--- src/rtl/scpad_types_pkg.sv ---
// Shared scratchpad types for the VC/backend request fan-in.
// Latency: n/a (types and constants only).
// Backpressure: n/a.
package scpad_types_pkg;

  // Frontend VC channels plus the backend channel (the last one).
  localparam int SCPAD_NUM_VC_CH = 3;

  // Channel-id width; a single channel still gets one bit so vectors stay legal.
  function automatic int id_width(input int n);
    return (n > 1) ? $clog2(n) : 1;
  endfunction

  localparam int SCPAD_VC_ID_W = id_width(SCPAD_NUM_VC_CH);

  typedef logic [SCPAD_VC_ID_W-1:0] vc_id_t;

  typedef struct packed {
    logic   valid;
    vc_id_t id;
  } arb_tag_t;

endpackage

--- src/rtl/scpad_tag_fifo.sv ---
// In-order tag FIFO: records which channel owns each outstanding SRAM request.
// Latency: push visible at head the cycle after; pop takes effect at the clock edge.
// Backpressure: push ignored when full, pop ignored when empty; callers gate on full/empty.
// Ports: clk/rst_n, push+push_id, pop, head_id (current oldest tag), full, empty, count.
module scpad_tag_fifo
  import scpad_types_pkg::*;
#(
  parameter int DEPTH = 4,
  parameter int W     = SCPAD_VC_ID_W
) (
  input  logic                   clk,
  input  logic                   rst_n,
  input  logic                   push,
  input  logic [W-1:0]           push_id,
  input  logic                   pop,
  output logic [W-1:0]           head_id,
  output logic                   full,
  output logic                   empty,
  output logic [$clog2(DEPTH):0] count
);

  localparam int AW = $clog2(DEPTH);
  localparam logic [AW:0] PTR_ONE = {{AW{1'b0}}, 1'b1};

  // One extra pointer bit separates "full" from "empty" when the indices match.
  logic [AW:0]  wr_ptr;
  logic [AW:0]  rd_ptr;
  logic [W-1:0] mem [DEPTH];

  always_ff @(posedge clk or negedge rst_n) begin
    if (!rst_n) begin
      wr_ptr <= '0;
      rd_ptr <= '0;
    end else begin
      if (push && !full)  wr_ptr <= wr_ptr + PTR_ONE;
      if (pop  && !empty) rd_ptr <= rd_ptr + PTR_ONE;
    end
  end

  // Storage needs no reset: entries are only read between push and pop.
  always_ff @(posedge clk) begin
    if (push && !full) mem[wr_ptr[AW-1:0]] <= push_id;
  end

  assign count   = wr_ptr - rd_ptr;
  assign empty   = (wr_ptr == rd_ptr);
  assign full    = (wr_ptr[AW] != rd_ptr[AW]) && (wr_ptr[AW-1:0] == rd_ptr[AW-1:0]);
  assign head_id = mem[rd_ptr[AW-1:0]];

endmodule

--- src/rtl/scpad_vc_arbiter.sv ---
// Round-robin fan-in of NUM_CH requesters onto one SRAM request port, with in-order response routing.
// Latency: accept -> sram_req_valid 1 cycle; SRAM response -> rsp_valid 0 cycles (combinational).
// Backpressure: no grant while sram_busy is high or DEPTH requests are outstanding.
// Ports: CLK/nRST; req_valid/req_data/req_ready per channel; sram_busy, sram_req_valid/data/id;
//        sram_rsp_valid/data in, rsp_valid (one-hot owner)/rsp_data out; inflight_cnt; err_unexpected_rsp (sticky).
// Build option: define SCPAD_ARB_BACKEND_PRIO_EN to give channel NUM_CH-1 (backend) strict priority.
module scpad_vc_arbiter
  import scpad_types_pkg::*;
#(
  parameter int NUM_CH = SCPAD_NUM_VC_CH,
  parameter int REQ_W  = 64,
  parameter int RSP_W  = 64,
  parameter int DEPTH  = 4,
  parameter int ID_W   = id_width(NUM_CH)
) (
  input  logic                    CLK,
  input  logic                    nRST,
  input  logic [NUM_CH-1:0]       req_valid,
  input  logic [NUM_CH*REQ_W-1:0] req_data,
  output logic [NUM_CH-1:0]       req_ready,
  input  logic                    sram_busy,
  output logic                    sram_req_valid,
  output logic [REQ_W-1:0]        sram_req_data,
  output logic [ID_W-1:0]         sram_req_id,
  input  logic                    sram_rsp_valid,
  input  logic [RSP_W-1:0]        sram_rsp_data,
  output logic [NUM_CH-1:0]       rsp_valid,
  output logic [RSP_W-1:0]        rsp_data,
  output logic [$clog2(DEPTH):0]  inflight_cnt,
  output logic                    err_unexpected_rsp
);

  logic [ID_W-1:0] rr_ptr;
  logic [ID_W-1:0] grant_id;
  logic            grant_found;
  logic            can_issue;
  logic            xfer;
  logic            pop;
  logic            fifo_full;
  logic            fifo_empty;
  logic [ID_W-1:0] head_id;

  // Registered count only: a same-cycle pop never frees a slot for a grant.
  assign can_issue = !sram_busy && (int'(inflight_cnt) < DEPTH);

  // Search starts one past the last granted channel so it gets lowest priority next.
  always_comb begin
    int idx;
    grant_found = 1'b0;
    grant_id    = '0;
    idx         = 0;
    for (int k = 1; k <= NUM_CH; k++) begin
      idx = int'(rr_ptr) + k;
      if (idx >= NUM_CH) idx = idx - NUM_CH;
      if (!grant_found && req_valid[ID_W'(idx)]) begin
        grant_found = 1'b1;
        grant_id    = ID_W'(idx);
      end
    end
`ifdef SCPAD_ARB_BACKEND_PRIO_EN
    if (req_valid[NUM_CH-1]) begin
      grant_found = 1'b1;
      grant_id    = ID_W'(NUM_CH - 1);
    end
`endif
  end

  assign xfer      = can_issue && grant_found;
  assign req_ready = xfer ? (NUM_CH'(1) << grant_id) : '0;

  always_ff @(posedge CLK or negedge nRST) begin
    if (!nRST) begin
      rr_ptr             <= '0;
      sram_req_valid     <= 1'b0;
      sram_req_data      <= '0;
      sram_req_id        <= '0;
      err_unexpected_rsp <= 1'b0;
    end else begin
      sram_req_valid <= xfer;
      if (xfer) begin
        sram_req_data <= req_data[grant_id*REQ_W +: REQ_W];
        sram_req_id   <= grant_id;
`ifdef SCPAD_ARB_BACKEND_PRIO_EN
        // Backend grants leave the frontend rotation where it was.
        if (grant_id != ID_W'(NUM_CH - 1)) rr_ptr <= grant_id;
`else
        rr_ptr <= grant_id;
`endif
      end
      if (sram_rsp_valid && fifo_empty) err_unexpected_rsp <= 1'b1;
    end
  end

  // Responses return in issue order, so the FIFO head always names the owner.
  assign pop       = sram_rsp_valid && !fifo_empty;
  assign rsp_valid = pop ? (NUM_CH'(1) << head_id) : '0;
  assign rsp_data  = pop ? sram_rsp_data : '0;

  scpad_tag_fifo #(
    .DEPTH (DEPTH),
    .W     (ID_W)
  ) u_tag_fifo (
    .clk     (CLK),
    .rst_n   (nRST),
    .push    (xfer),
    .push_id (grant_id),
    .pop     (pop),
    .head_id (head_id),
    .full    (fifo_full),
    .empty   (fifo_empty),
    .count   (inflight_cnt)
  );

endmodule

--- config.mk ---
export PLATFORM = sky130hd
export DESIGN_NAME = scpad_vc_arbiter
export DESIGN_NICKNAME = d
export VERILOG_FILES = /design/src/rtl/scpad_types_pkg.sv /design/src/rtl/scpad_tag_fifo.sv /design/src/rtl/scpad_vc_arbiter.sv
export SDC_FILE = /design/constraint.sdc
export NUM_CORES = 1
export LEC_CHECK = 0
export BUFFER_PORTS_ARGS = -buffer_cell sky130_fd_sc_hd__buf_2
export CAP_MARGIN = 30
export CORE_AREA = 2 2 156 158
export DETAILED_ROUTE_END_ITERATION = 12
export DIE_AREA = 0 0 158 160
export PLACE_DENSITY = 0.53
export RECOVER_POWER = 25
export SLEW_MARGIN = 20
export SYNTH_ARGS = -nofsm -noshare
export SYNTH_HDL_FRONTEND = slang
export SYNTH_SLANG_ARGS = --single-unit
--- constraint.sdc ---
create_clock -name CLK -period 5.12 [get_ports CLK]
set_input_delay 0.256 -clock CLK [delete_from_list [all_inputs] [get_ports CLK]]
set_output_delay 0.256 -clock CLK [all_outputs]
set_load 0.1 [all_outputs]
-- Word level (Yosys, flattened, before mapping)
Memory sizes are Yosys's and may differ from the RTL's.
Cells that the tools add are included.
- add/sub/neg operators: 9
- order comparisons: 7
- equal/unequal tests: 3
- shift-type cells: 3
- muxes and demuxes: 23
- reduce and logical (&&, ||, !) cells: 14
- operator list (kind ; number):
    192-bit by 9-bit indexed part select with 64-bit output ; 1
    64-bit two-way mux ; 1
    2-bit by 4-bit less-than comparator with 1-bit output (second input constant) ; 3
    2-bit two-way mux ; 6
    1-bit two-way mux ; 11
    3-bit by 2-bit greater-or-equal comparator with 1-bit output (second input constant) ; 3
    1-bit logical AND ; 9
    2-bit by 2-bit adder with 3-bit output (second input constant) ; 2
    3-bit by 1-bit adder with 3-bit output (second input constant) ; 2
    1-bit binary-select mux with 2-bit select ; 3
    3-bit two-way mux ; 2
    1-bit by 2-bit left shift with 3-bit output (first input constant) ; 2
    2-bit subtractor (second input constant) ; 3
    1-bit zero test ; 5
    2-bit by 1-bit adder with 3-bit output (second input constant) ; 1
    3-bit equality test ; 1
    3-bit less-than comparator (second input constant) ; 1
    3-bit subtractor ; 1
    2-bit equality test ; 1
    1-bit != test ; 1
- register bits: 74
- RAM bits: 8
- output and inout bits: 141
- word-level logic and storage cells: 66
- memories: 1
- memory list (memory ; words ; bits a word ; rd ports ; clocked after Yosys merged registers in ; write ports ; RTL line ; text):
    u_tag_fifo.mem ; 4 ; 2 ; 1 ; 0 ; 1 ; scpad_tag_fifo.sv:28 ; logic [W-1:0] mem [DEPTH];

-- Longest topological paths before layout
Gate-level depths: netlist (run 1).
- word-level depth: 17
- gate-level depth with buffers: 12
- depth with buffers taken out: 9

-- Modules after synthesis
A second synthesis (run 1) with hierarchy kept.
- cells, all modules: 614
- area total of the unflattened synthesis: 5191.2 sq um
- by module, submodules not included (module ; instances ; cells an instance ; area each (sq um) ; sequential area each (sq um)):
    scpad_vc_arbiter ; 1 ; 560 ; 4448.0 ; 1701.6
    scpad_tag_fifo ; 1 ; 54 ; 743.2 ; 390.4

-- Worst setup path after synthesis (run 1)
No wires, ideal clock.
- path type: reg2out
- start point: reg u_tag_fifo.rd_ptr[0]
- end point: out req_ready[0]
- arrival time: 4420 ps
- slack: 444 ps
- cell stages (with the launch flop): 8
- path buffers: 1
- path through: dfrtp_1 ha_1 fa_1 xnor2_1 nor2_1 nand3_1 clkbuf_1 nor3_1
- cells in the longest elaborated chain, start to end: 5
- ends and longest elaborated chain (element ; RTL line ; text):
    start: declaration ; scpad_tag_fifo.sv:27 ; logic [AW:0] rd_ptr;
    start signal: assignment ; scpad_tag_fifo.sv:36 ; if (pop && !empty) rd_ptr <= rd_ptr + PTR_ONE;
    3-bit subtractor ; scpad_tag_fifo.sv:45 ; assign count = wr_ptr - rd_ptr;
    via inflight_cnt[2] ; scpad_vc_arbiter.sv:29 ; output logic [$clog2(DEPTH):0] inflight_cnt,
    3-bit less-than comparator ; scpad_vc_arbiter.sv:44 ; assign can_issue = !sram_busy && (int'(inflight_cnt) < DEPTH);
    1-bit logical AND ; scpad_vc_arbiter.sv:44 ;
    1-bit logical AND ; scpad_vc_arbiter.sv:68 ; assign xfer = can_issue && grant_found;
    3-bit two-way mux ; scpad_vc_arbiter.sv:69 ; assign req_ready = xfer ? (NUM_CH'(1) << grant_id) : '0;
    end: declaration ; scpad_vc_arbiter.sv:20 ; output logic [NUM_CH-1:0] req_ready,
The timed path passes the listed nets, and every way through them passes these cells.

-- Final worst setup path (run 1)
- start point: reg rr_ptr[0]
- end point: out req_ready[1]
- cells in the longest elaborated chain, start to end: 15
- elaborated cells on any way between the ends: 34
- ends and longest elaborated chain (element ; RTL line ; text):
    start: declaration ; scpad_vc_arbiter.sv:33 ; logic [ID_W-1:0] rr_ptr;
    start signal: assignment ; scpad_vc_arbiter.sv:87 ; rr_ptr <= grant_id;
    2-bit by 1-bit adder with 3-bit output ; scpad_vc_arbiter.sv:53 ; idx = int'(rr_ptr) + k;
    3-bit by 2-bit greater-or-equal comparator with 1-bit output / 2-bit subtractor (equally long branches) ; scpad_vc_arbiter.sv:54 ; if (idx >= NUM_CH) idx = idx - NUM_CH;
    2-bit two-way mux ; scpad_vc_arbiter.sv:54 ;
    1-bit binary-select mux with 2-bit select ; scpad_vc_arbiter.sv:55 ; if (!grant_found && req_valid[ID_W'(idx)]) begin
    1-bit two-way mux (implied by the code) (2 in series) ; scpad_vc_arbiter.sv:55 ;
    1-bit two-way mux ; scpad_vc_arbiter.sv:55 ;
    1-bit zero test ; scpad_vc_arbiter.sv:55 ;
    1-bit logical AND ; scpad_vc_arbiter.sv:55 ;
    1-bit two-way mux ; scpad_vc_arbiter.sv:55 ;
    1-bit zero test ; scpad_vc_arbiter.sv:55 ;
    1-bit logical AND ; scpad_vc_arbiter.sv:55 ;
    2-bit two-way mux / 1-bit two-way mux (equally long branches) ; scpad_vc_arbiter.sv:55 ;
    1-bit by 2-bit left shift with 3-bit output / 1-bit logical AND (equally long branches) ; scpad_vc_arbiter.sv:69, scpad_vc_arbiter.sv:68 ;
    3-bit two-way mux * ; scpad_vc_arbiter.sv:69 ;
Every way passes the cells marked *; elsewhere a longest branch is shown, timed or not. The select of a mux whose other input is x is not followed.

==> results of run 1 <==
## worst max-delay path, cell delays in order (launching register included)
cell,delay [ns]
sky130_fd_sc_hd__dfrtp_1,0.46
sky130_fd_sc_hd__inv_1,0.13
sky130_fd_sc_hd__ha_1,0.58
sky130_fd_sc_hd__inv_1,0.16
sky130_fd_sc_hd__nand3_1,0.14
sky130_fd_sc_hd__nand3_2,0.58
sky130_fd_sc_hd__nor2_4,0.67
sky130_fd_sc_hd__and2_1,0.20
sky130_fd_sc_hd__buf_2,0.42
## cells in the final DEF, fill, tap and decap left out, types with 7 or more instances in the layout
master                      instances
sky130_fd_sc_hd__ha_1              11
sky130_fd_sc_hd__o21ai_0            7
sky130_fd_sc_hd__clkbuf_16          9
sky130_fd_sc_hd__mux2_4            50
sky130_fd_sc_hd__nand2_1           10
sky130_fd_sc_hd__buf_2            400
sky130_fd_sc_hd__edfxtp_1           8
sky130_fd_sc_hd__a221o_1           64
sky130_fd_sc_hd__dfrtp_1           74
sky130_fd_sc_hd__and2_1           133
sky130_fd_sc_hd__mux2_2            17
sky130_fd_sc_hd__inv_1              8
## cell type report
cell class	count	share of cell area
diodes	1	0.0003123
clock buffers	11	0.03029
clock inverters	5	0.01077
inverters	9	0.004216
multi-input cells	336	0.3771
flip-flops and latches	82	0.2611
well taps	324	0.05059
repair buffers	411	0.2656
## per-stage QoR
step / util / cell area [sq um] / worst slack [ns] / hold slack [ns]
finish: 0.3364 / 8013 / 1.174 / 0.1373
CTS: 0.3365 / 8016 / 1.070 / 0.1165
global placement: 0.3200 / 7622 / 1.519 / 0.4451
detailed placement: 0.3223 / 7677 / 1.463 / 0.2414
global route: 0.3364 / 8013 / 0.8247 / 0.1208
floorplan: - / 5320 / 0.4439 / -0.03959
## flip-flops by register name, indices dropped and copies added, names as in the netlist
register            cells
u_tag_fifo.mem          8
rr_ptr                  2
err_unexpected_rsp      1
u_tag_fifo.rd_ptr       3
u_tag_fifo.wr_ptr       3
sram_req_data          64
sram_req_valid          1
## cells by family after synthesis
group	after synthesis	share of synthesized area
and+or+nand+nor	164	0.1891
muxes	70	0.1874
DFF	82	0.3932
adders and majority gates	12	0.02963
buffers and inverters	47	0.04492
AOI/OAI and AO/OA	84	0.1458
xor gates and xnor gates	6	0.009878
## metal layers
layer	part of all wire	vias up	wire length [microns]	track usage
met2	0.52	248	9782	0.2717
met5	0	-	0	0
met1	0.39	2316	7337	0.1560
met3	0.076	16	1437	0.03664
met4	0.018	0	349	0.04013
li1	-	2452	-	-
## what timing repair did
| item | CTS | global route |
|---|---|---|
| hold buffers | 1 | 0 |
| resized for setup | 0 | 0 |
| hold endpoints to repair | 30 | 0 |
## path summary, 6_finish.rpt
kind                                                       end  slack, ns  cells after the start
min in group asynchronous        sram_req_data[60]$_DFFE_PN0P_       1.03                      2
worst max register to register    sram_req_data[4]$_DFFE_PN0P_       1.66                      9
worst min register to register  err_unexpected_rsp$_DFFE_PN0P_       0.46                      1
worst max-delay path                              req_ready[1]       1.17                      8
worst min-delay path             sram_req_data[29]$_DFFE_PN0P_       0.14                      2
max in group asynchronous        sram_req_data[38]$_DFFE_PN0P_       2.92                      2
==> out/summary.json, run 1 <==
{
  "place_hpwl": {"value": 14.89, "unit": "mm"},
  "pin_count": {"value": 404},
  "drt_iter0_drc": {"value": 213},
  "syn_inst": {"value": 465},
  "place_inst": {"value": 1161},
  "drv_cap": {"value": 1},
  "crit_path_start": {"value": "rr_ptr[0]$_DFFE_PN0P_"},
  "grt_pass1_vias": {"value": 5164},
  "floorplan.die.height": {"value": 160, "unit": "microns"},
  "timing_worst_setup_path_type": {"value": "flop to output pin"},
  "yosysSeqAreaShare": {"value": 0.3932},
  "path_clk_slew": {"value": 0.07, "unit": "ns"},
  "final.setup.tns": {"value": 0, "unit": "ns"},
  "clock_sink_count": {"value": 82},
  "antenna_found_initial": {"value": 1},
  "route.final.wire_length": {"value": 18.91, "unit": "mm"},
  "max_slew.worst_pin.slew": {"value": 2.009, "unit": "ns"},
  "grt.total_usage": {"value": 0.1438},
  "rsz0062_at_grt": {"value": "no"},
  "finClkSkew": {"value": 0.01095, "unit": "ns"},
  "outcome": {"value": "finished, violations left"},
  "crit_required": {"value": 4.86, "unit": "ns"},
  "layout_worst_path_cycle_share": {"value": 0.7708},
  "synth-async-reset-ratio": {"value": 0.9024},
  "post_synth_cell_types": {"value": 38},
  "clockBufferDepth": {"value": 2},
  "row_count": {"value": 57},
  "combined_area_of_the_multi_input_logic_cells": {"value": 3022, "unit": "sq um"},
  "synth_area_per_cell": {"value": 11.44, "unit": "sq um"},
  "grt_first_pass_wirelength": {"value": 27.79, "unit": "mm"},
  "achievable-frequency": {"value": 0.2534, "unit": "GHz"},
  "starting_utilization_of_the_core_area": {"value": 0.2233},
  "worstSetupStartpointType": {"value": "flop"},
  "area_growth": {"value": 50.61, "unit": "%"},
  "vias": {"value": 5032},
  "slew_violations": {"value": 31},
  "numPortBuffers": {"value": 403},
  "synth_seq_cells": {"value": 82},
  "layout-drive-gt1-share": {"value": 0.5867},
  "finalHoldViolations": {"value": 0},
  "regArea": {"value": 2092, "unit": "sq um"},
  "grt-ovfl-total": {"value": 0},
  "crit_arrival": {"value": 3.69, "unit": "ns"},
  "worstHoldPathType": {"value": "primary input to flop"},
  "post-cts-setup-buffers": {"value": 0},
  "syn_nets": {"value": 740},
  "dieArea": {"value": 25280, "unit": "sq um"},
  "fillers": {"value": 2507},
  "h_tree_levels": {"value": 3},
  "worstHoldStart": {"value": "req_data[157]"},
  "drc": {"value": 0},
  "crit_path_end_kind": {"value": "output pin"},
  "viasPerCell": {"value": 4.268},
  "r2r-start": {"value": "rr_ptr[0]$_DFFE_PN0P_"},
  "synthDominantCellAreaShare": {"value": 0.3481},
  "synth_flop_cell": {"value": "sky130_fd_sc_hd__dfrtp_1"},
  "ctsRootBufferMaster": {"value": "sky130_fd_sc_hd__clkbuf_16"},
  "count_of_flip_flops_with_a_built_in_enable_after_synthesis": {"value": 8},
  "grt_start_max_net_pins": {"value": 66},
  "worst_slew_margin_rel": {"value": -0.3393},
  "post-synth-top-count-cell": {"value": "sky130_fd_sc_hd__and2_1"},
  "failed_checks": {"value": "capacitance limit, slew limit"},
  "path_max_fanout": {"value": 34},
  "mappedNetlistArea": {"value": 5320, "unit": "sq um"},
  "first_pass_iters": {"value": 4},
  "antenna_left": {"value": 0},
  "cts_made_buffers": {"value": 9},
  "yosysWarningCount": {"value": 0},
  "finalNonFillerCells": {"value": 1179},
  "routedWlPerCell": {"value": 16.04, "unit": "microns"},
  "gpl.final_weighted_congestion": {"value": 0.7524},
  "synth_top_cell_by_area": {"value": "sky130_fd_sc_hd__dfrtp_1"},
  "dieWidth": {"value": 158, "unit": "microns"},
  "worstSkewPairLatency": {"value": 0.34, "unit": "ns"},
  "synth_common_cells": {"value": "sky130_fd_sc_hd__and2_1, sky130_fd_sc_hd__dfrtp_1, sky130_fd_sc_hd__a221o_1"},
  "setup_viol": {"value": 0},
  "floorplan.core_area": {"value": 23820, "unit": "sq um"},
  "tritoncts": {"value": "done"},
  "synthTopCellsByArea": {"value": "sky130_fd_sc_hd__dfrtp_1, sky130_fd_sc_hd__and2_1, sky130_fd_sc_hd__mux2_4"},
  "final_net_count": {"value": 1124},
  "timing.final.crit_period": {"value": 3.946, "unit": "ns"}
}
Power of run 1 is left out: the tool's default activity adds up to more than one toggle a clock period on the data nets, which glitch-free logic cannot reach.
==> run 2: changes to the inputs <==
CORE_AREA = 2 2 155 157   (was 2 2 156 158)
DIE_AREA = 0 0 157 159   (was 0 0 158 160)
PLACE_DENSITY = 0.56   (was 0.53)
clock period = 3.2 ns   (was 5.12 ns; I/O delays follow)
==> run 2 against run 1 <==
  * Non-clock buffer count rose by 5
  * The flow still finishes with violations (capacitance limit, slew limit)
  * Wire length rose by 18%
  * Design area rose by 1.9%
  * Flip-flop and latch count did not move
  * First-iteration DRC count rose by 13%
  * Sequential share of layout area fell by 0.47 points
  * Highest routed layer is now met5
  * Hold slack got worse by 0.095 ns
  * Critical path depth rose by 1
==> out/summary.json, run 2 (synthesis gave the netlist of run 1 again) <==
{
  "finalNonFillerCells": {"value": 1183, "change": "was 1,179"},
  "h_tree_levels": {"value": 3, "change": "unchanged"},
  "worst_hold_path.endpoint": {"value": "err_unexpected_rsp$_DFFE_PN0P_", "change": "was sram_req_data[29]$_DFFE_PN0P_"},
  "max_slew.worst_pin.slew": {"value": 2.135, "unit": "ns", "change": "was 2.009 ns"},
  "ctsRootBufferMaster": {"value": "sky130_fd_sc_hd__clkbuf_16", "change": "unchanged"},
  "floorplan.core_area": {"value": 23190, "unit": "sq um", "change": "was 23,820 sq um"},
  "grt_pass1_vias": {"value": 5456, "change": "was 5,164"},
  "drc": {"value": 0, "change": "unchanged"},
  "fillers": {"value": 2391, "change": "was 2,507"},
  "layout_worst_path_cycle_share": {"value": 0.9306},
  "hold-path-cell-count": {"value": 2, "change": "unchanged"},
  "layout-drive-gt1-share": {"value": 0.5960, "change": "was 0.5867"},
  "grt_start_max_net_pins": {"value": 72, "change": "was 66"},
  "route.final.wire_length": {"value": 22.28, "unit": "mm", "change": "was 18.91 mm"},
  "numPortBuffers": {"value": 403, "change": "unchanged"},
  "antenna_left": {"value": 0, "change": "unchanged"},
  "r2r-start": {"value": "rr_ptr[0]$_DFFE_PN0P_", "change": "unchanged"},
  "worstSkewPairLatency": {"value": 0.34, "unit": "ns", "change": "about the same"},
  "worst_slew_margin_rel": {"value": -0.4236, "change": "was -0.3393"},
  "final_net_count": {"value": 1129, "change": "was 1,124"},
  "clock_sink_count": {"value": 82, "change": "unchanged"},
  "first_pass_iters": {"value": 4, "change": "unchanged"},
  "crit_arrival": {"value": 2.82, "unit": "ns", "change": "was 3.69 ns"},
  "achievable-frequency": {"value": 0.3358, "unit": "GHz"},
  "path_max_fanout": {"value": 9, "change": "was 34"},
  "dieWidth": {"value": 157, "unit": "microns", "change": "was 158 microns"},
  "routedWlPerCell": {"value": 18.84, "unit": "microns", "change": "was 16.04 microns"},
  "mostFrequentLayoutCell": {"value": "sky130_fd_sc_hd__buf_2", "change": "unchanged"},
  "largest_register_ff_count": {"value": 64, "change": "unchanged"},
  "timing_worst_setup_path_type": {"value": "flop to output pin", "change": "unchanged"},
  "gpl.final_weighted_congestion": {"value": 0.7510, "change": "was 0.7524"},
  "place_inst": {"value": 1161, "change": "unchanged"},
  "worstHoldPathType": {"value": "primary input to flop", "change": "unchanged"},
  "pin_count": {"value": 404, "change": "unchanged"},
  "cts_made_buffers": {"value": 9, "change": "unchanged"},
  "clockBufferDepth": {"value": 2, "change": "unchanged"},
  "viasPerCell": {"value": 4.412, "change": "was 4.268"},
  "dieArea": {"value": 24960, "unit": "sq um", "change": "was 25,280 sq um"},
  "drt_iter0_drc": {"value": 241, "change": "was 213"},
  "crit_path_top_delay_cell": {"value": "sky130_fd_sc_hd__dfrtp_2", "change": "was sky130_fd_sc_hd__nor2_4"},
  "timing.final.crit_period": {"value": 2.978, "unit": "ns"},
  "reg2reg_slack": {"value": 0.29, "unit": "ns", "change": "was 1.66 ns"},
  "floorplan.die.height": {"value": 159, "unit": "microns", "change": "was 160 microns"},
  "failed_checks": {"value": "capacitance limit, slew limit", "change": "unchanged"},
  "crit_path_end_kind": {"value": "output pin", "change": "unchanged"},
  "worstHoldStart": {"value": "sram_rsp_valid", "change": "was req_data[157]"},
  "antenna_found_initial": {"value": 11, "change": "was 1"},
  "reg2reg_to": {"value": "sram_req_data[47]$_DFFE_PN0P_", "change": "was sram_req_data[4]$_DFFE_PN0P_"},
  "worstSetupStartpointType": {"value": "flop", "change": "unchanged"},
  "vias": {"value": 5219, "change": "was 5,032"},
  "worstPathCellList": {"value": "inv_1, ha_1, mux2_4, a21oi_2, o221ai_1, and3_4, nor2_4, and2_2, buf_12", "change": "was inv_1, ha_1, inv_1, nand3_1, nand3_2, nor2_4, and2_1, buf_2"},
  "outcome": {"value": "finished, violations left", "change": "unchanged"},
  "grt_first_pass_wirelength": {"value": 32.15, "unit": "mm", "change": "was 27.79 mm"},
  "grt.total_usage": {"value": 0.1723, "change": "was 0.1438"},
  "starting_utilization_of_the_core_area": {"value": 0.2294, "change": "was 0.2233"},
  "finClkSkew": {"value": 0.01264, "unit": "ns", "change": "was 0.01095 ns"},
  "crit_required": {"value": 3.04, "unit": "ns", "change": "was 4.86 ns"},
  "setup_viol": {"value": 0, "change": "unchanged"},
  "path_clk_slew": {"value": 0.07, "unit": "ns", "change": "about the same"},
  "grt-ovfl-total": {"value": 0, "change": "unchanged"},
  "worst_r2r_path_depth": {"value": 9, "change": "unchanged"},
  "finalHoldViolations": {"value": 0, "change": "unchanged"},
  "tritoncts": {"value": "done", "change": "unchanged"},
  "place_hpwl": {"value": 17.91, "unit": "mm", "change": "was 14.89 mm"},
  "row_count": {"value": 56, "change": "was 57"},
  "area_growth": {"value": 53.53, "unit": "%", "change": "was 50.61%"},
  "slew_violations": {"value": 35, "change": "was 31"},
  "cp_slowest_stage_delay": {"value": 0.45, "unit": "ns", "change": "was 0.67 ns"},
  "layout_common_cells": {"value": "sky130_fd_sc_hd__buf_2, sky130_fd_sc_hd__and2_1, sky130_fd_sc_hd__dfrtp_1", "change": "unchanged"},
  "drv_cap": {"value": 1, "change": "unchanged"},
  "largest-register": {"value": "sram_req_data", "change": "unchanged"}
}
## run 2: cell type report
type                    count  area [sq um]  share of cell area
diodes                      5         12.51            0.001532
flip-flops and latches     82          2095              0.2564
clock inverters             4         98.84             0.01210
multi-input cells         336          3062              0.3748
inverters                   9         33.78            0.004136
clock buffers              12         246.5             0.03018
well taps                 319         399.1             0.04887
repair buffers            416          2221              0.2719
## run 2: worst max-delay path, delay by kind of cell (launching register included)
family                   cells  cell delay (ns)
AND/OR/NAND/NOR              3             0.72
adder cells (fa/ha/maj)      1             0.31
flip-flops                   1             0.45
multiplexers                 1             0.34
buffers and inverters        2             0.30
AO/OA/AOI/OAI                2             0.34
## run 2: worst max-delay path by stage
stage,startpoint,cells after the start,end
after global routing,rr_ptr[1]$_DFFE_PN0P_,10,req_ready[2]
after CTS,u_tag_fifo.rd_ptr[0]$_DFFE_PN0P_,9,req_ready[2]
after global placement,rr_ptr[0]$_DFFE_PN0P_,9,sram_req_data[47]$_DFFE_PN0P_
after floorplan,u_tag_fifo.rd_ptr[0]$_DFFE_PN0P_,7,req_ready[0]
final,rr_ptr[0]$_DFFE_PN0P_,9,req_ready[1]
after detailed placement,rr_ptr[0]$_DFFE_PN0P_,9,sram_req_data[47]$_DFFE_PN0P_
## run 2: routing by layer
layer / vias to the layer above / routed length [microns] / track usage
met5: - / 9 / 0
met4: 2 / 592 / 0.03795
met3: 27 / 1525 / 0.04328
met2: 271 / 11920 / 0.3437
met1: 2453 / 8231 / 0.1764
li1: 2466 / - / -
## run 2: per-stage QoR
stage	TNS (ns)	cell area (sq um)	setup slack [ns]	hold WS [ns]	utilization
3_3_place_gp	0	7776	0.4174	0.3809	0.3353
6_report	0	8168	0.2221	0.04205	0.3522
3_5_place_dp	0	7796	0.3237	0.1805	0.3362
4_1_cts	0	8152	0.09643	0.02501	0.3515
2_1_floorplan	-0.1430	5356	-0.1430	-0.1356	-
5_1_grt	-0.004027	8158	-0.004027	0.02833	0.3517
## run 2: repair_timing
item | 4_1_cts | 5_1_grt
setup endpoints to repair | 0 | 2
hold buffers | 1 | 0
hold endpoints to repair | 34 | 0
buffers inserted | 0 | 0
gates resized for setup | 0 | 2
Power of run 2 is left out for the same reason.
==> run 3: changes to the inputs <==
--- a/config.mk
+++ b/config.mk
@@ -12,2 +12,3 @@
 export DIE_AREA = 0 0 157 159
+export MAX_ROUTING_LAYER = met4
 export PLACE_DENSITY = 0.56
==> constraint.sdc (replaced) <==
create_clock -name CLK -period 3.2 [get_ports CLK]
set_input_delay 0.64 -clock CLK [delete_from_list [all_inputs] [get_ports CLK]]
set_output_delay 0.64 -clock CLK [all_outputs]
set_load 0.1 [all_outputs]
==> run 3 against run 2 <==
  * The flow now finishes without violations
  * Cell count increased by 0.42%
  * First-iteration DRC count is 11% higher
  * Flip-flop and latch count unchanged
  * Largest cell class unchanged
  * Highest routed layer is now met4
==> out/summary.json, run 3 (synthesis gave the netlist of run 1 again) <==
{
  "crit_arrival": {"value": 2.48, "unit": "ns", "change": "was 2.82 ns"},
  "antenna_found_initial": {"value": 1, "change": "was 11"},
  "reg2reg_slack": {"value": 0.30, "unit": "ns", "change": "was 0.29 ns"},
  "timing_worst_setup_path_type": {"value": "flop to output pin", "change": "unchanged"},
  "max_slew.worst_pin.slew": {"value": 1.337, "unit": "ns", "change": "was 2.135 ns"},
  "ctsRootBufferMaster": {"value": "sky130_fd_sc_hd__clkbuf_16", "change": "unchanged"},
  "pin_count": {"value": 404, "change": "unchanged"},
  "regArea": {"value": 2101, "unit": "sq um", "change": "was 2095 sq um"},
  "grt_first_pass_wirelength": {"value": 31.70, "unit": "mm", "change": "was 32.15 mm"},
  "timing.final.crit_period": {"value": 3.120, "unit": "ns", "change": "was 2.978 ns"},
  "grt.total_usage": {"value": 0.1742, "change": "was 0.1723"},
  "routedWlPerCell": {"value": 18.25, "unit": "microns", "change": "was 18.84 microns"},
  "drt_iter0_drc": {"value": 267, "change": "was 241"},
  "finish.utilization": {"value": 0.3553, "change": "was 0.3522"},
  "crit_path_end_kind": {"value": "output pin", "change": "unchanged"},
  "final.setup.tns": {"value": 0, "unit": "ns", "change": "unchanged"},
  "critical_path_capture_point": {"value": "req_ready[1]", "change": "unchanged"},
  "layout_common_cells": {"value": "sky130_fd_sc_hd__buf_2, sky130_fd_sc_hd__and2_1, sky130_fd_sc_hd__dfrtp_1", "change": "unchanged"},
  "clockBufferDepth": {"value": 2, "change": "unchanged"},
  "place_hpwl": {"value": 17.41, "unit": "mm", "change": "was 17.91 mm"},
  "outcome": {"value": "completed", "change": "was finished, violations left"},
  "placement.setup.worst_slack": {"value": 0.1639, "unit": "ns", "change": "was 0.3237 ns"},
  "largest-register": {"value": "sram_req_data", "change": "unchanged"},
  "worstSetupStartpointType": {"value": "flop", "change": "unchanged"},
  "viasPerCell": {"value": 4.418, "change": "was 4.412"},
  "path_clk_slew": {"value": 0.07, "unit": "ns", "change": "about the same"},
  "h_tree_levels": {"value": 3, "change": "unchanged"},
  "starting_utilization_of_the_core_area": {"value": 0.2294, "change": "unchanged"},
  "floorplan.die.height": {"value": 159, "unit": "microns", "change": "unchanged"},
  "postLayoutSetupSlackWorst": {"value": 0.08004, "unit": "ns", "change": "was 0.2221 ns"},
  "drc": {"value": 0, "change": "unchanged"},
  "worst_r2r_path_depth": {"value": 9, "change": "unchanged"},
  "tritoncts": {"value": "done", "change": "unchanged"},
  "final_net_count": {"value": 1138, "change": "was 1,129"},
  "grt_start_max_net_pins": {"value": 69, "change": "was 72"},
  "layout_worst_path_cycle_share": {"value": 0.9750, "change": "was 0.9306"},
  "worstSkewPairLatency": {"value": 0.34, "unit": "ns", "change": "about the same"},
  "clock_sink_count": {"value": 82, "change": "unchanged"},
  "path_max_fanout": {"value": 6, "change": "was 9"},
  "area_growth": {"value": 54.87, "unit": "%", "change": "was 53.53%"},
  "finClkSkew": {"value": 0.009214, "unit": "ns", "change": "was 0.01264 ns"},
  "numPortBuffers": {"value": 403, "change": "unchanged"},
  "grt_pass1_vias": {"value": 5487, "change": "was 5,456"},
  "crit_required": {"value": 2.56, "unit": "ns", "change": "was 3.04 ns"},
  "fillers": {"value": 2405, "change": "was 2,391"},
  "worst_slew_margin_rel": {"value": 0.1087, "change": "was -0.4236"},
  "drv_cap": {"value": 0, "change": "was 1"},
  "rsz0062_at_grt": {"value": "yes"},
  "setup_viol": {"value": 0, "change": "unchanged"},
  "reg2reg_to": {"value": "sram_req_data[26]$_DFFE_PN0P_", "change": "was sram_req_data[47]$_DFFE_PN0P_"},
  "grt-ovfl-total": {"value": 0, "change": "unchanged"},
  "achievable-frequency": {"value": 0.3205, "unit": "GHz", "change": "was 0.3358 GHz"},
  "finalHoldViolations": {"value": 0, "change": "unchanged"},
  "mostFrequentLayoutCell": {"value": "sky130_fd_sc_hd__buf_2", "change": "unchanged"},
  "dieWidth": {"value": 157, "unit": "microns", "change": "unchanged"},
  "r2r-start": {"value": "rr_ptr[1]$_DFFE_PN0P_", "change": "was rr_ptr[0]$_DFFE_PN0P_"},
  "floorplan.core_area": {"value": 23190, "unit": "sq um", "change": "unchanged"},
  "cts_made_buffers": {"value": 9, "change": "unchanged"},
  "first_pass_iters": {"value": 4, "change": "unchanged"},
  "place_inst": {"value": 1165, "change": "was 1,161"},
  "route.final.wire_length": {"value": 21.68, "unit": "mm", "change": "was 22.28 mm"},
  "dieArea": {"value": 24960, "unit": "sq um", "change": "unchanged"},
  "antenna_left": {"value": 0, "change": "unchanged"},
  "layout-drive-gt1-share": {"value": 0.6106, "change": "was 0.5960"},
  "crit_path_start": {"value": "rr_ptr[0]$_DFFE_PN0P_", "change": "unchanged"},
  "row_count": {"value": 56, "change": "unchanged"},
  "worstHoldPathType": {"value": "flop to flop", "change": "was primary input to flop"},
  "slew_violations": {"value": 0, "change": "was 35"},
  "finalNonFillerCells": {"value": 1188, "change": "was 1,183"},
  "gpl.final_weighted_congestion": {"value": 0.8156, "change": "was 0.7510"},
  "combined_area_of_the_multi_input_logic_cells": {"value": 3134, "unit": "sq um", "change": "was 3062 sq um"},
  "largest_register_ff_count": {"value": 64, "change": "unchanged"},
  "vias": {"value": 5249, "change": "was 5,219"}
}
-- run 3: repair_timing --
action,in CTS,in global routing
setup buffers,1,5
gates cloned,0,0
resized for setup,4,10
pin swaps,2,4
setup endpoints to repair,3,5
hold buffers,0,0
-- run 3: per-stage QoR --
stage | hold slack, ns | instance area [sq um]
6_report | 0.4596 | 8239
5_1_grt | 0.4933 | 8239
4_1_cts | 0.3463 | 8154
3_5_place_dp | 0.4587 | 7825
3_3_place_gp | 0.4413 | 7825
2_1_floorplan | 0.3444 | 5394
-- run 3: worst min path at each step --
stage | start | to | slack (ns) | cells after the start
after global routing | err_unexpected_rsp$_DFFE_PN0P_ | err_unexpected_rsp$_DFFE_PN0P_ | 0.49 | 1
after floorplan | nRST | err_unexpected_rsp$_DFFE_PN0P_ | 0.34 | 0
after CTS | nRST | sram_req_data[5]$_DFFE_PN0P_ | 0.35 | 1
after global placement | err_unexpected_rsp$_DFFE_PN0P_ | err_unexpected_rsp$_DFFE_PN0P_ | 0.44 | 1
after detailed placement | err_unexpected_rsp$_DFFE_PN0P_ | err_unexpected_rsp$_DFFE_PN0P_ | 0.46 | 1
final | err_unexpected_rsp$_DFFE_PN0P_ | err_unexpected_rsp$_DFFE_PN0P_ | 0.46 | 1
-- run 3: per-layer routing --
metal  GRT usage  up-vias  routed length, microns
li1            -     2483                       -
met1      0.1886     2467                    8435
met2      0.3150      275                   11280
met3     0.03811       24                    1448
met4     0.05296        0                     514
met5           -        -                       0
-- run 3: cell type report --
class / instances / share of cell area
multi-input combinational: 336 / 0.3804
sequential: 82 / 0.2550
antenna: 1 / 0.0003037
timing repair buffer: 425 / 0.2746
clock buffer: 11 / 0.02946
clock inverter: 5 / 0.007441
inverter: 9 / 0.004404
tap: 319 / 0.04844
-- run 3: worst max-delay path: stages (launching register included) --
cell,delay [ns]
sky130_fd_sc_hd__dfrtp_4,0.51
sky130_fd_sc_hd__inv_4,0.10
sky130_fd_sc_hd__ha_4,0.18
sky130_fd_sc_hd__mux2_4,0.33
sky130_fd_sc_hd__a21oi_4,0.17
sky130_fd_sc_hd__o221ai_1,0.14
sky130_fd_sc_hd__and3_4,0.23
sky130_fd_sc_hd__nor2_4,0.14
sky130_fd_sc_hd__and2_4,0.17
sky130_fd_sc_hd__buf_12,0.17
Power of run 3 is left out for the same reason.
